### config.mk
export PLATFORM = sky130hd
export DESIGN_NAME = alu_arbiter
export DESIGN_NICKNAME = d
export VERILOG_FILES = /design/src/rtl/alu_pkg.sv /design/src/rtl/rr_arbiter.sv /design/src/rtl/alu_arbiter.sv
export SDC_FILE = /design/constraint.sdc
export NUM_CORES = 1
export LEC_CHECK = 0
export ABC_AREA = 1
export ABC_CLOCK_PERIOD_IN_PS = 3500
export CAP_MARGIN = 5
export CORE_AREA = 2 2 164 166
export CTS_CLUSTER_DIAMETER = 120
export DETAILED_ROUTE_END_ITERATION = 8
export DIE_AREA = 0 0 166 168
export RECOVER_POWER = 25
export SYNTH_ARGS = -nofsm -noshare
export SYNTH_HDL_FRONTEND = slang
export SYNTH_SLANG_ARGS = --single-unit
### constraint.sdc
create_clock -name clk -period 3.5 [get_ports clk]
set_clock_uncertainty 0.15 [all_clocks]
set_input_delay 0.525 -clock clk [delete_from_list [all_inputs] [get_ports clk]]
set_output_delay 0.525 -clock clk [all_outputs]
set_load 0.05 [all_outputs]
### src/rtl/alu_pkg.sv
// alu_pkg: ALU opcode set, opcode width and the in-flight tag record shared by the arbiter and its bench.
package alu_pkg;
  localparam int OP_W     = 4;
  localparam int TAG_ID_W = 8;
  typedef enum logic [OP_W-1:0] {
    OP_ADD, OP_SUB, OP_AND, OP_OR, OP_XOR, OP_SLL, OP_SRL, OP_PASS
  } alu_op_e;
  typedef struct packed {
    logic                valid;
    logic [TAG_ID_W-1:0] id;
  } alu_tag_t;
endpackage

### src/rtl/rr_arbiter.sv
// rr_arbiter: one-hot round-robin grant searching upward from rr_ptr; the pointer moves past each served index.
module rr_arbiter #(
  parameter int N = 4,
  localparam int W = $clog2(N)
) (
  input  logic         clk,
  input  logic         rst_n,
  input  logic [N-1:0] req,
  input  logic         advance,
  input  logic [W-1:0] adv_idx,
  output logic [N-1:0] grant
);
  logic [W-1:0] ptr_q, ptr_d;
  logic [W:0]   sum;
  logic [W-1:0] idx;
  // Walk from the farthest candidate to the nearest so the nearest valid requester wins.
  always_comb begin
    grant = '0;
    sum   = '0;
    idx   = '0;
    for (int k = N - 1; k >= 0; k--) begin
      sum   = {1'b0, ptr_q} + (W+1)'(k);
      idx   = W'(sum >= (W+1)'(N) ? sum - (W+1)'(N) : sum);
      grant = req[idx] ? N'(1) << idx : grant;
    end
  end
  assign ptr_d = !advance ? ptr_q : adv_idx == W'(N - 1) ? '0 : adv_idx + 1'b1;
  always_ff @(posedge clk or negedge rst_n) begin
    if (!rst_n) ptr_q <= '0;
    else        ptr_q <= ptr_d;
  end
endmodule

### src/rtl/alu_arbiter.sv
// alu_arbiter: round-robin sharing of one fixed-latency ALU, with a latency-matched tag pipeline for response IDs.
// Define ALU_ARB_LOCK_EN to let a requester keep the grant across consecutive ops via req_lock.
module alu_arbiter
  import alu_pkg::*;
#(
  parameter int N_REQ   = 4,
  parameter int DATA_W  = 32,
  parameter int ALU_LAT = 2,
  localparam int ID_W   = $clog2(N_REQ)
) (
  input  logic                     clk,
  input  logic                     rst_n,
  input  logic [N_REQ-1:0]         req_valid,
  output logic [N_REQ-1:0]         req_ready,
  input  logic [N_REQ*OP_W-1:0]    req_op,
  input  logic [N_REQ*DATA_W-1:0]  req_a,
  input  logic [N_REQ*DATA_W-1:0]  req_b,
  input  logic [N_REQ-1:0]         req_lock,
  output logic                     alu_valid,
  output logic [OP_W-1:0]          alu_op,
  output logic [DATA_W-1:0]        alu_a,
  output logic [DATA_W-1:0]        alu_b,
  input  logic                     alu_res_valid,
  input  logic [DATA_W-1:0]        alu_res,
  output logic                     rsp_valid,
  output logic [ID_W-1:0]          rsp_id,
  output logic [DATA_W-1:0]        rsp_data,
  output logic                     err
);
  logic [N_REQ-1:0]  rr_grant, grant;
  logic [ID_W-1:0]   gidx, issue_id_q, issue_id_d;
  logic              hs, alu_valid_q, alu_valid_d, err_q, err_d, unused_bits;
  logic [OP_W-1:0]   alu_op_q, alu_op_d;
  logic [DATA_W-1:0] alu_a_q, alu_a_d, alu_b_q, alu_b_d;
  alu_tag_t          tag_q [ALU_LAT];
  alu_tag_t          tag_d [ALU_LAT];

  rr_arbiter #(.N(N_REQ)) u_rr (
    .clk     (clk),
    .rst_n   (rst_n),
    .req     (req_valid),
    .advance (hs),
    .adv_idx (gidx),
    .grant   (rr_grant)
  );

`ifdef ALU_ARB_LOCK_EN
  logic            lock_act_q, lock_act_d, lock_hold;
  logic [ID_W-1:0] lock_own_q, lock_own_d;
  assign lock_hold = lock_act_q & req_valid[lock_own_q] & req_lock[lock_own_q];
  assign grant     = lock_hold ? N_REQ'(1) << lock_own_q : rr_grant;
  always_comb begin
    lock_act_d = hs & req_lock[gidx];
    lock_own_d = hs ? gidx : lock_own_q;
  end
  always_ff @(posedge clk or negedge rst_n) begin
    if (!rst_n) begin
      lock_act_q <= 1'b0;
      lock_own_q <= '0;
    end else begin
      lock_act_q <= lock_act_d;
      lock_own_q <= lock_own_d;
    end
  end
`else
  assign grant = rr_grant;
`endif

  assign req_ready = grant;

  always_comb begin
    gidx = '0;
    for (int i = 0; i < N_REQ; i++) gidx = grant[i] ? ID_W'(i) : gidx;
    hs          = |(req_valid & grant);
    alu_valid_d = hs;
    alu_op_d    = hs ? '0 : alu_op_q;
    alu_a_d     = hs ? '0 : alu_a_q;
    alu_b_d     = hs ? '0 : alu_b_q;
    for (int i = 0; i < N_REQ; i++) begin
      alu_op_d = alu_op_d | ({OP_W{hs & grant[i]}} & req_op[i*OP_W +: OP_W]);
      alu_a_d  = alu_a_d | ({DATA_W{hs & grant[i]}} & req_a[i*DATA_W +: DATA_W]);
      alu_b_d  = alu_b_d | ({DATA_W{hs & grant[i]}} & req_b[i*DATA_W +: DATA_W]);
    end
    issue_id_d     = hs ? gidx : issue_id_q;
    tag_d[0].valid = alu_valid_q;
    tag_d[0].id    = TAG_ID_W'(issue_id_q);
    for (int s = 1; s < ALU_LAT; s++) tag_d[s] = tag_q[s-1];
    err_d = err_q | (alu_res_valid != tag_q[ALU_LAT-1].valid);
  end

  always_ff @(posedge clk or negedge rst_n) begin
    if (!rst_n) begin
      alu_valid_q <= 1'b0;
      alu_op_q    <= '0;
      alu_a_q     <= '0;
      alu_b_q     <= '0;
      issue_id_q  <= '0;
      err_q       <= 1'b0;
      for (int s = 0; s < ALU_LAT; s++) tag_q[s] <= '0;
    end else begin
      alu_valid_q <= alu_valid_d;
      alu_op_q    <= alu_op_d;
      alu_a_q     <= alu_a_d;
      alu_b_q     <= alu_b_d;
      issue_id_q  <= issue_id_d;
      err_q       <= err_d;
      for (int s = 0; s < ALU_LAT; s++) tag_q[s] <= tag_d[s];
    end
  end

  // The tag stage lines up with the ALU output, so the result passes straight through.
  assign alu_valid   = alu_valid_q;
  assign alu_op      = alu_op_q;
  assign alu_a       = alu_a_q;
  assign alu_b       = alu_b_q;
  assign rsp_valid   = tag_q[ALU_LAT-1].valid;
  assign rsp_id      = tag_q[ALU_LAT-1].id[ID_W-1:0];
  assign rsp_data    = rsp_valid ? alu_res : '0;
  assign err         = err_q;
  assign unused_bits = ^{req_lock, tag_q[ALU_LAT-1].id};
endmodule

==> results of run 1 <==
how the worst min path moves through the flow:
stage | from | endpoint | slack (ns)
3_5_place_dp | tag_d[0]$_DFF_PN0_ | rsp_id[0]$_DFF_PN0_ | 0.19
6_report | tag_d[0]$_DFF_PN0_ | rsp_id[0]$_DFF_PN0_ | 0.20
2_1_floorplan | rst_n | alu_a[0]$_DFF_PN0_ | 0.08
4_1_cts | tag_d[0]$_DFF_PN0_ | rsp_id[0]$_DFF_PN0_ | 0.20
3_3_place_gp | tag_d[8]$_DFF_PN0_ | rsp_valid$_DFF_PN0_ | 0.18
5_1_grt | tag_d[8]$_DFF_PN0_ | rsp_valid$_DFF_PN0_ | 0.21
through the flow:
stage | area (um^2) | instances | worst slack [ns] | hold slack, ns | util (%)
global route | 11080 | 1789 | 0.04490 | 0.2145 | 42.06
finish | 11080 | 1789 | 0.2687 | 0.2008 | 42.06
detailed placement | 10830 | 1774 | 0.2599 | 0.1873 | 41.08
CTS | 11090 | 1789 | 0.2352 | 0.2041 | 42.08
floorplan | 6334 | 1060 | 0.6576 | 0.07941 | -
global placement | 10830 | 1774 | 0.3165 | 0.1826 | 41.08
registers in the layout, indices dropped and copies added, names as in the netlist:
register    flops
alu_a          32
alu_b          32
alu_op          4
alu_valid       1
err             1
issue_id_q      2
rsp_id          2
rsp_valid       1
tag_d           3
u_rr.ptr_q      2
logic make-up after synthesis:
logic type	synth area share, %
adder cells (fa/ha/maj)	1.383
flip-flops	31.61
AND/OR/NAND/NOR	48.42
AO/OA/AOI/OAI	1.067
buffers and inverters	17.52
placed cells by master, fill, tap and decap left out, drive strengths merged:
cell and n:
ha 7, clkbuf 12, clkinvlp 4, clkdlybuf4s50 414
nand3b 1, nand3 222, buf 26, or2 1
inv 180, o21ai 6, nor2 71, a31oi 1
dfrtp 80, a21oi 1, clkinv 4, nor3 68
a21boi 1, o31ai 1, nand2 347, o21a 1
worst max-delay path, cell delays in order (launching register included):
cell and delay [ns]:
dfrtp_1 0.49, inv_2 0.14, ha_1 0.36, inv_1 0.12
nand3_1 0.12, nand2_2 0.14, o21ai_1 0.10, inv_2 0.05
nand2_1 0.05, nand2_2 0.08, buf_12 0.35, buf_12 0.19
Yosys cell counts:
cell	n
inv_1	174
nand3_1	220
dfrtp_1	80
nor2_1	70
o31ai_1	1
buf_8	1
buf_6	12
o21ai_0	3
or2_1	1
clkbuf_1	19
nand3b_1	1
ha_1	7
nand2_4	1
a21boi_2	1
nand2_1	341
o21ai_1	3
buf_1	11
clkinv_1	3
o21a_1	1
nand2_2	5
nor2_2	1
buf_2	14
a31oi_1	1
inv_2	6
buf_4	12
nand3_2	2
nor3_1	68
a21oi_1	1
layer usage:
| layer | global-route usage, % | part of all wire, % | up-vias |
|---|---|---|---|
| li1 | - | - | 4029 |
| met1 | 21.70 | 41 | 3532 |
| met2 | 33.30 | 50 | 283 |
| met3 | 4.772 | 6.8 | 35 |
| met4 | 5.444 | 2.3 | 0 |
| met5 | 0 | 0 | - |
cell type report:
type	instances	share of cell area [%]
clock inverter	5	0.3161
clock buffer	10	2.066
sequential	80	18.06
inverter	183	6.198
timing repair buffer	442	40.25
tap	341	3.850
multi-input combinational	728	29.26
==> results.md, run 1 <==
* Status: complete, but fails checks
* Failing checks: max-capacitance violations, max-slew violations
* CTS tree: done
* Row count at 60
* Drt pass-1 iters at 4
* Mapped Nets at between 1k and 1.5k
* Worst-margin pin slew at 2.073 ns
* Main area contributors after synthesis: dfrtp_1, nand2_1, nand3_1
* Mean Syn Cell Area at around 6 um^2
* Max FO, Critical Path at just over 70
* Flop-to-flop setup slack at 0.42 ns
* CP endpoint: req_ready[3]
* Mapped Cells at approximately 1.1k
* Routed vias at approximately 7.9k
* Initial antenna violation count at 0
* Worst R2R End: alu_op[2]$_DFF_PN0_
* Antenna viol nets, final at 0
* Max_cap viols at 1
* Die area at about 0.028 mm^2
* Synth Register Bits at 80
* Routability cong. at roughly 0.89
* Starting Density at between 20% and 30%
* Kind of end point of the critical path: output pin
* Clk sinks at 80
* Proportion of layout cells with a drive suffix above 1 at 3.936%
* Tightest Hold Check Type: flop to flop
* Post-synth top area cell: dfrtp_1
* Worst Reg-to-Reg Cells at 16
* Longest Clk Path Bufs at 2
* DR WL/cell at ~15 um
* Core footprint at 0.02635 mm^2
* Unrepaired setup endpoints after global routing: no
* CP startpoint kind: flop
* Reg2reg start: u_rr.ptr_q[1]$_DFFE_PN0P_
* Clk_lat worst skew at 0.34 ns
* Synthesized area at about 0.0063 mm^2
* IO Port Bufs at between 400 and 500
* Post-DP HPWL at 19600 um
* Clk Tree Root Cell: clkbuf_16
* Final wirelength at about 27000 um
* Post-synth top area share at between 30% and 40%
* Final global-route overflow total at 0
* Number of H-tree levels at 3
* Post-DR vias/cell at about 4.4
* Chip width at roughly 170 um
* Die height at around 170 um
* Pins Over Slew Limit at 74
* Fill cell total of the finished layout at 2806
* WS Path Type: flop to output pin
* # IOs at 424
* # resized after CTS at 0
* Largest net degree at the start of global routing at 74
* GRT Util Overall at between 10% and 20%
* Final TNS setup at 0 ns
* Number of setup buffers added after CTS at 0
* CTS Buf Count at 9
* Final setup viols at 0
* Critical Path RT at ~2.8 ns
* Clock Pin Slew Worst Setup and Hold Paths at about 0.07 ns
* Slew HR at -38.23%
* Final period util at between 90% and 100%
* Nets at 1766
* Number of diodes at 0
* CP arrival at 2.56 ns
* Sequential share of the synthesized area at 31.61%
* Area grow syn2layout at 74.99%
* First-pass GRT wire length at around 40000 um
* Max Clk Rate at around 310 MHz
* Hold path depth at 0
* DRC at 0
* Hold-fix buffer count after cts at 0
* Yosys cell types at 28
* Synth warn at 0
* Initial DRC count at 397
* Fin. Hold Viols at 0
* Register area at roughly 0.0020 mm^2
* Number of global-route vias before repair at 7480
* CP startpoint: u_rr.ptr_q[0]$_DFFE_PN0P_
* Final min period at 3.231 ns
* Multi-input gate area in the final layout at about 0.0032 mm^2
Power of run 1 is not shown: default switching activity piles up to over one toggle a cycle in this logic, so the estimate is an artifact.
==> inputs of run 2 (changes only) <==
--- a/config.mk
+++ b/config.mk
@@ -10,8 +10,10 @@
 export CAP_MARGIN = 5
 export CORE_AREA = 2 2 164 166
 export CTS_CLUSTER_DIAMETER = 120
+export CTS_CLUSTER_SIZE = 28
 export DETAILED_ROUTE_END_ITERATION = 8
 export DIE_AREA = 0 0 166 168
+export GPL_TIMING_DRIVEN = 0
 export RECOVER_POWER = 25
 export SYNTH_ARGS = -nofsm -noshare
 export SYNTH_HDL_FRONTEND = slang
==> results.md, run 2 (synthesized netlist as in run 1, its figures left out) <==
* Antenna viol nets, final at 0
* GRT Util Overall at about a fifth
* Final setup viols at 0
* Final TNS setup at 0 ns
* Fin. Hold Viols at 0
* Area grow syn2layout at 79.06%
* Row count at 60
* Routed vias at 8313
* Hold path depth at 0
* DRC at 0
* Multi-input gate area in the final layout at around 0.0032 mm^2
* CP startpoint kind: flop
* Reg2reg start: u_rr.ptr_q[1]$_DFFE_PN0P_
* Clk sinks at 80
* CP startpoint: u_rr.ptr_q[1]$_DFFE_PN0P_
* Fill cell total of the finished layout at approximately 2.8k
* Initial DRC count at about 440
* Starting Density at 24.04%
* Unrepaired setup endpoints after global routing: yes
* Final global-route overflow total at 0
* # IOs at roughly 420
* Number of H-tree levels at 3
* IO Port Bufs at between 400 and 500
* Post-DP HPWL at approximately 24000 um
* Routability cong. at between 0.8 and 0.9
* CTS tree: done
* Nets at roughly 1.8k
* Number of global-route vias before repair at approximately 8.0k
* Register area at 0.002004 mm^2
* Final period util at approximately 94%
* CP peak stage delay at about 0.46 ns
* Drt pass-1 iters at 5
* CTS Buf Count at 9
* CP arrival at 2.63 ns
* First-pass GRT wire length at between 40000 and 50000 um
* Post-DR vias/cell at around 4.5
* Max FO, Critical Path at 10
* Final wirelength at approximately 31000 um
* Chip width at 166 um
* Die area at ~0.028 mm^2
* Clk_lat worst skew at about 0.35 ns
* WS Path Type: flop to output pin
* Clock Pin Slew Worst Setup and Hold Paths at 0.08 ns
* Commonest non-fill, non-tap cell in the layout: clkdlybuf4s50_1
* Final min period at around 3.3 ns
* Die height at ~170 um
* Worst Reg-to-Reg Cells at 15
* Tightest Hold Check Type: flop to flop
* Pins Over Slew Limit at 39
* Worst-margin pin slew at 2.482 ns
* Max stage delay cell, worst path: dfrtp_2
* Critical Path RT at about 2.8 ns
* Hold_sp: tag_d[0]$_DFF_PN0_
* Critical Path, Cell by Cell: inv_1 > ha_1 > inv_1 > nand3_1 > nand2_2 > o21ai_1 > inv_1 > nand2_1 > nand2_4 > clkbuf_4 > clkbuf_4
* Initial antenna violation count at 0
* DR WL/cell at between 15 and 20 um
* Clk Tree Root Cell: clkbuf_16
* Status: complete, but fails checks
* Slew HR at -65.45%
* Max_cap viols at 1
* Worst hold slack at 0.2052 ns
* Failing checks: max-capacitance violations, max-slew violations
* Kind of end point of the critical path: output pin
* Core footprint at approximately 0.026 mm^2
* Crit-path most repeated cell: inv_1
* Commonest non-fill, non-tap cells in the layout: clkdlybuf4s50_1, nand2_1, nand3_1
* Longest Clk Path Bufs at 2
* Proportion of layout cells with a drive suffix above 1 at under 10%
* Max Clk Rate at between 300 and 400 MHz
* Number of diodes at 0
* Largest net degree at the start of global routing at 43
## run 2: cell types whose count changed in the layout (fill, tap and decap cells not counted), moves of 3 or more
cell        previous run  this run
buf_2                  0        16
clkbuf_1               2        18
buf_6                  0        12
buf_1                  0         9
buf_12                 9         0
clkinvlp_4             4         0
buf_4                 17        14
clkbuf_4               0         3
inv_6                  0         3
nand2_4                0         3
## run 2: layout make-up
class                   count  area share (%)
well taps                 341           3.762
repair buffers            421           37.14
clock inverters             7          0.9598
flip-flops and latches     80           17.67
clock buffers               9           1.986
plain buffers              69           3.817
inverters                 183           6.057
multi-input cells         728           28.61
## run 2: worst max-delay path, delay by kind of cell (launching register included)
family          cells  cell delay [ns]
simple gates        4             0.56
fa+ha+maj           1             0.31
flops               1             0.46
buf+inv             5             0.87
compound gates      1             0.07
## run 2: stage by stage
| stage | area, um^2 | utilization [%] | setup WS, ns | std cells |
|---|---|---|---|---|
| 2_1_floorplan | 6334 | - | 0.6576 | 1060 |
| 4_1_cts | 11330 | 43.02 | 0.02255 | 1838 |
| 3_5_place_dp | 10980 | 41.67 | -0.5635 | 1821 |
| 3_3_place_gp | 10950 | 41.57 | -1.689 | 1820 |
| 6_report | 11340 | 43.04 | 0.1944 | 1838 |
| 5_1_grt | 11340 | 43.04 | -0.01706 | 1838 |
## run 2: routing by layer
layer | track usage [%] | vias up | part of all wire, %
met3 | 5.007 | 37 | 7.5
li1 | - | 4121 | -
met2 | 38.79 | 356 | 50
met1 | 23.99 | 3799 | 40
met5 | 0 | - | 0
met4 | 6.541 | 0 | 2.3
## run 2: worst paths after layout
kind | endpoint | slack, ns
max | req_ready[2] | 0.19
min | rsp_id[0]$_DFF_PN0_ | 0.21
max reg2reg | alu_b[16]$_DFF_PN0_ | 0.29
min reg2reg | rsp_id[0]$_DFF_PN0_ | 0.21
max in group asynchronous | u_rr.ptr_q[0]$_DFFE_PN0P_ | 0.84
min in group asynchronous | alu_b[26]$_DFF_PN0_ | 0.78
## run 2: what timing repair did
action | 4_1_cts | 5_1_grt
setup buffers | 1 | 0
cloned | 0 | 0
hold buffers | 0 | 0
setup endpoints to repair | 4 | 70
gates resized for setup | 21 | 11
pin swaps | 1 | 0
Power of run 2 is left out for the same reason.
==> inputs of run 3 (changes only) <==
--- a/config.mk
+++ b/config.mk
@@ -14,6 +14,7 @@
 export DETAILED_ROUTE_END_ITERATION = 8
 export DIE_AREA = 0 0 166 168
 export GPL_TIMING_DRIVEN = 0
+export PLACE_DENSITY = 0.64
 export RECOVER_POWER = 25
 export SYNTH_ARGS = -nofsm -noshare
 export SYNTH_HDL_FRONTEND = slang
==> results.md, run 3 (synthesized netlist as in run 1, its figures left out) <==
* Clock Pin Slew Worst Setup and Hold Paths at approximately 0.07 ns
* Crit-path most repeated cell: inv_1
* Worst hold slack at ~0.21 ns
* Nets at 1815
* Kind of end point of the critical path: output pin
* CTS tree: done
* Status: complete, but fails checks
* Number of global-route vias before repair at about 8.2k
* Drt pass-1 iters at 5
* Pins Over Slew Limit at 38
* CP arrival at between 2 and 3 ns
* Number of diodes at 0
* Core footprint at roughly 0.026 mm^2
* Register area at about 0.0020 mm^2
* Commonest non-fill, non-tap cells in the layout: clkdlybuf4s50_1, nand2_1, nand3_1
* DR WL/cell at around 17 um
* Row count at 60
* CTS Buf Count at 9
* DRC at 0
* Final wirelength at 30630 um
* IO Port Bufs at 419
* Fill cell total of the finished layout at between 2k and 3k
* Post-DR vias/cell at 4.506
* Area grow syn2layout at 78.53%
* Tightest Hold Check Type: flop to flop
* Max FO, Critical Path at 7
* Final global-route overflow total at 0
* Max_cap viols at 1
* Worst-margin pin slew at 2.556 ns
* Final setup viols at 0
* WS Path Type: flop to output pin
* Slew HR at -70.40%
* Post-DP HPWL at 23820 um
* Final period util at between 90% and 100%
* Fin. Hold Viols at 0
* Clk sinks at 80
* Longest Clk Path Bufs at 2
* Clk_lat worst skew at about 0.35 ns
* Die area at around 0.028 mm^2
* Routed vias at 8287
* Proportion of layout cells with a drive suffix above 1 at roughly 5.5%
* Number of H-tree levels at 3
* Flop-to-flop setup slack at 0.33 ns
* Initial DRC count at around 490
* Antenna viol nets, final at 0
* First-pass GRT wire length at roughly 46000 um
* CP peak stage delay at 0.56 ns
* Unrepaired setup endpoints after global routing: no
* Die height at between 150 and 200 um
* GRT Util Overall at about a fifth
* Largest net degree at the start of global routing at 44
* Failing checks: max-capacitance violations, max-slew violations
* Max stage delay cell, worst path: dlygate4sd2_1
* # IOs at about 420
* Initial antenna violation count at 0
* Starting Density at approximately 24%
* Routability cong. at 0.8755
* Chip width at 166 um
* Final min period at between 3 and 4 ns
* Clk Tree Root Cell: clkbuf_16
* Commonest non-fill, non-tap cell in the layout: clkdlybuf4s50_1
* Max Clk Rate at 302.6 MHz
* Critical Path, Cell by Cell: inv_1 > ha_1 > inv_1 > nand3_1 > nand2_2 > o21ai_0 > inv_1 > nand2_1 > nand2_2 > dlygate4sd2_1
* Multi-input gate area in the final layout at roughly 0.0032 mm^2
* CP startpoint kind: flop
* Critical Path RT at 2.82 ns
==> run 3: final cells by class <==
type	count	area share, %
multi-input cells	728	28.65
flip-flops and latches	80	17.73
clock inverters	5	0.5090
clock buffers	11	2.058
well taps	341	3.773
plain buffers	68	3.807
repair buffers	423	37.40
inverters	183	6.075
==> run 3: final timing paths <==
kind | startpoint | end | cells after the start
setup / recovery | u_rr.ptr_q[1]$_DFFE_PN0P_ | req_ready[1] | 10
hold / removal | tag_d[0]$_DFF_PN0_ | rsp_id[0]$_DFF_PN0_ | 0
setup reg to reg | u_rr.ptr_q[1]$_DFFE_PN0P_ | alu_a[20]$_DFF_PN0_ | 13
hold reg to reg | tag_d[0]$_DFF_PN0_ | rsp_id[0]$_DFF_PN0_ | 0
max in group asynchronous | rst_n | alu_a[14]$_DFF_PN0_ | 1
min in group asynchronous | rst_n | alu_a[26]$_DFF_PN0_ | 1
==> run 3: through the flow <==
stage / setup TNS (ns) / utilization (%) / area [um^2] / std cells / setup WS [ns]
floorplan: 0 / - / 6334 / 1060 / 0.6576
global placement: -133.49 / 41.57 / 10950 / 1820 / -1.662
detailed placement: -1.554 / 41.67 / 10980 / 1821 / -0.5822
CTS: 0 / 42.82 / 11280 / 1838 / 0.01707
global route: 0 / 42.91 / 11310 / 1839 / 0.006512
finish: 0 / 42.91 / 11310 / 1839 / 0.1949
==> run 3: layer usage <==
| layer | track usage (%) | wire length [um] |
|---|---|---|
| met2 | 37.20 | 14720 |
| met1 | 25.00 | 12800 |
| met5 | 0 | 0 |
| met3 | 5.078 | 2140 |
| met4 | 7.675 | 971 |
==> run 3: repair_timing <==
item / in CTS / in global routing
endpoints found under the setup margin: 4 / 67
hold buffers: 0 / 0
gates resized for setup: 22 / 13
gates cloned: 0 / 0
pin swaps: 1 / 2
setup buffers: 1 / 2
==> run 3: worst max-delay path: cells and delay by family (launching register included) <==
family / cells / cell delay, ns
and+or+nand+nor: 4 / 0.49
DFF: 1 / 0.46
buffers and inverters: 4 / 0.93
adders and majority gates: 1 / 0.31
AOI/OAI and AO/OA: 1 / 0.09
Power of run 3 is left out for the same reason.
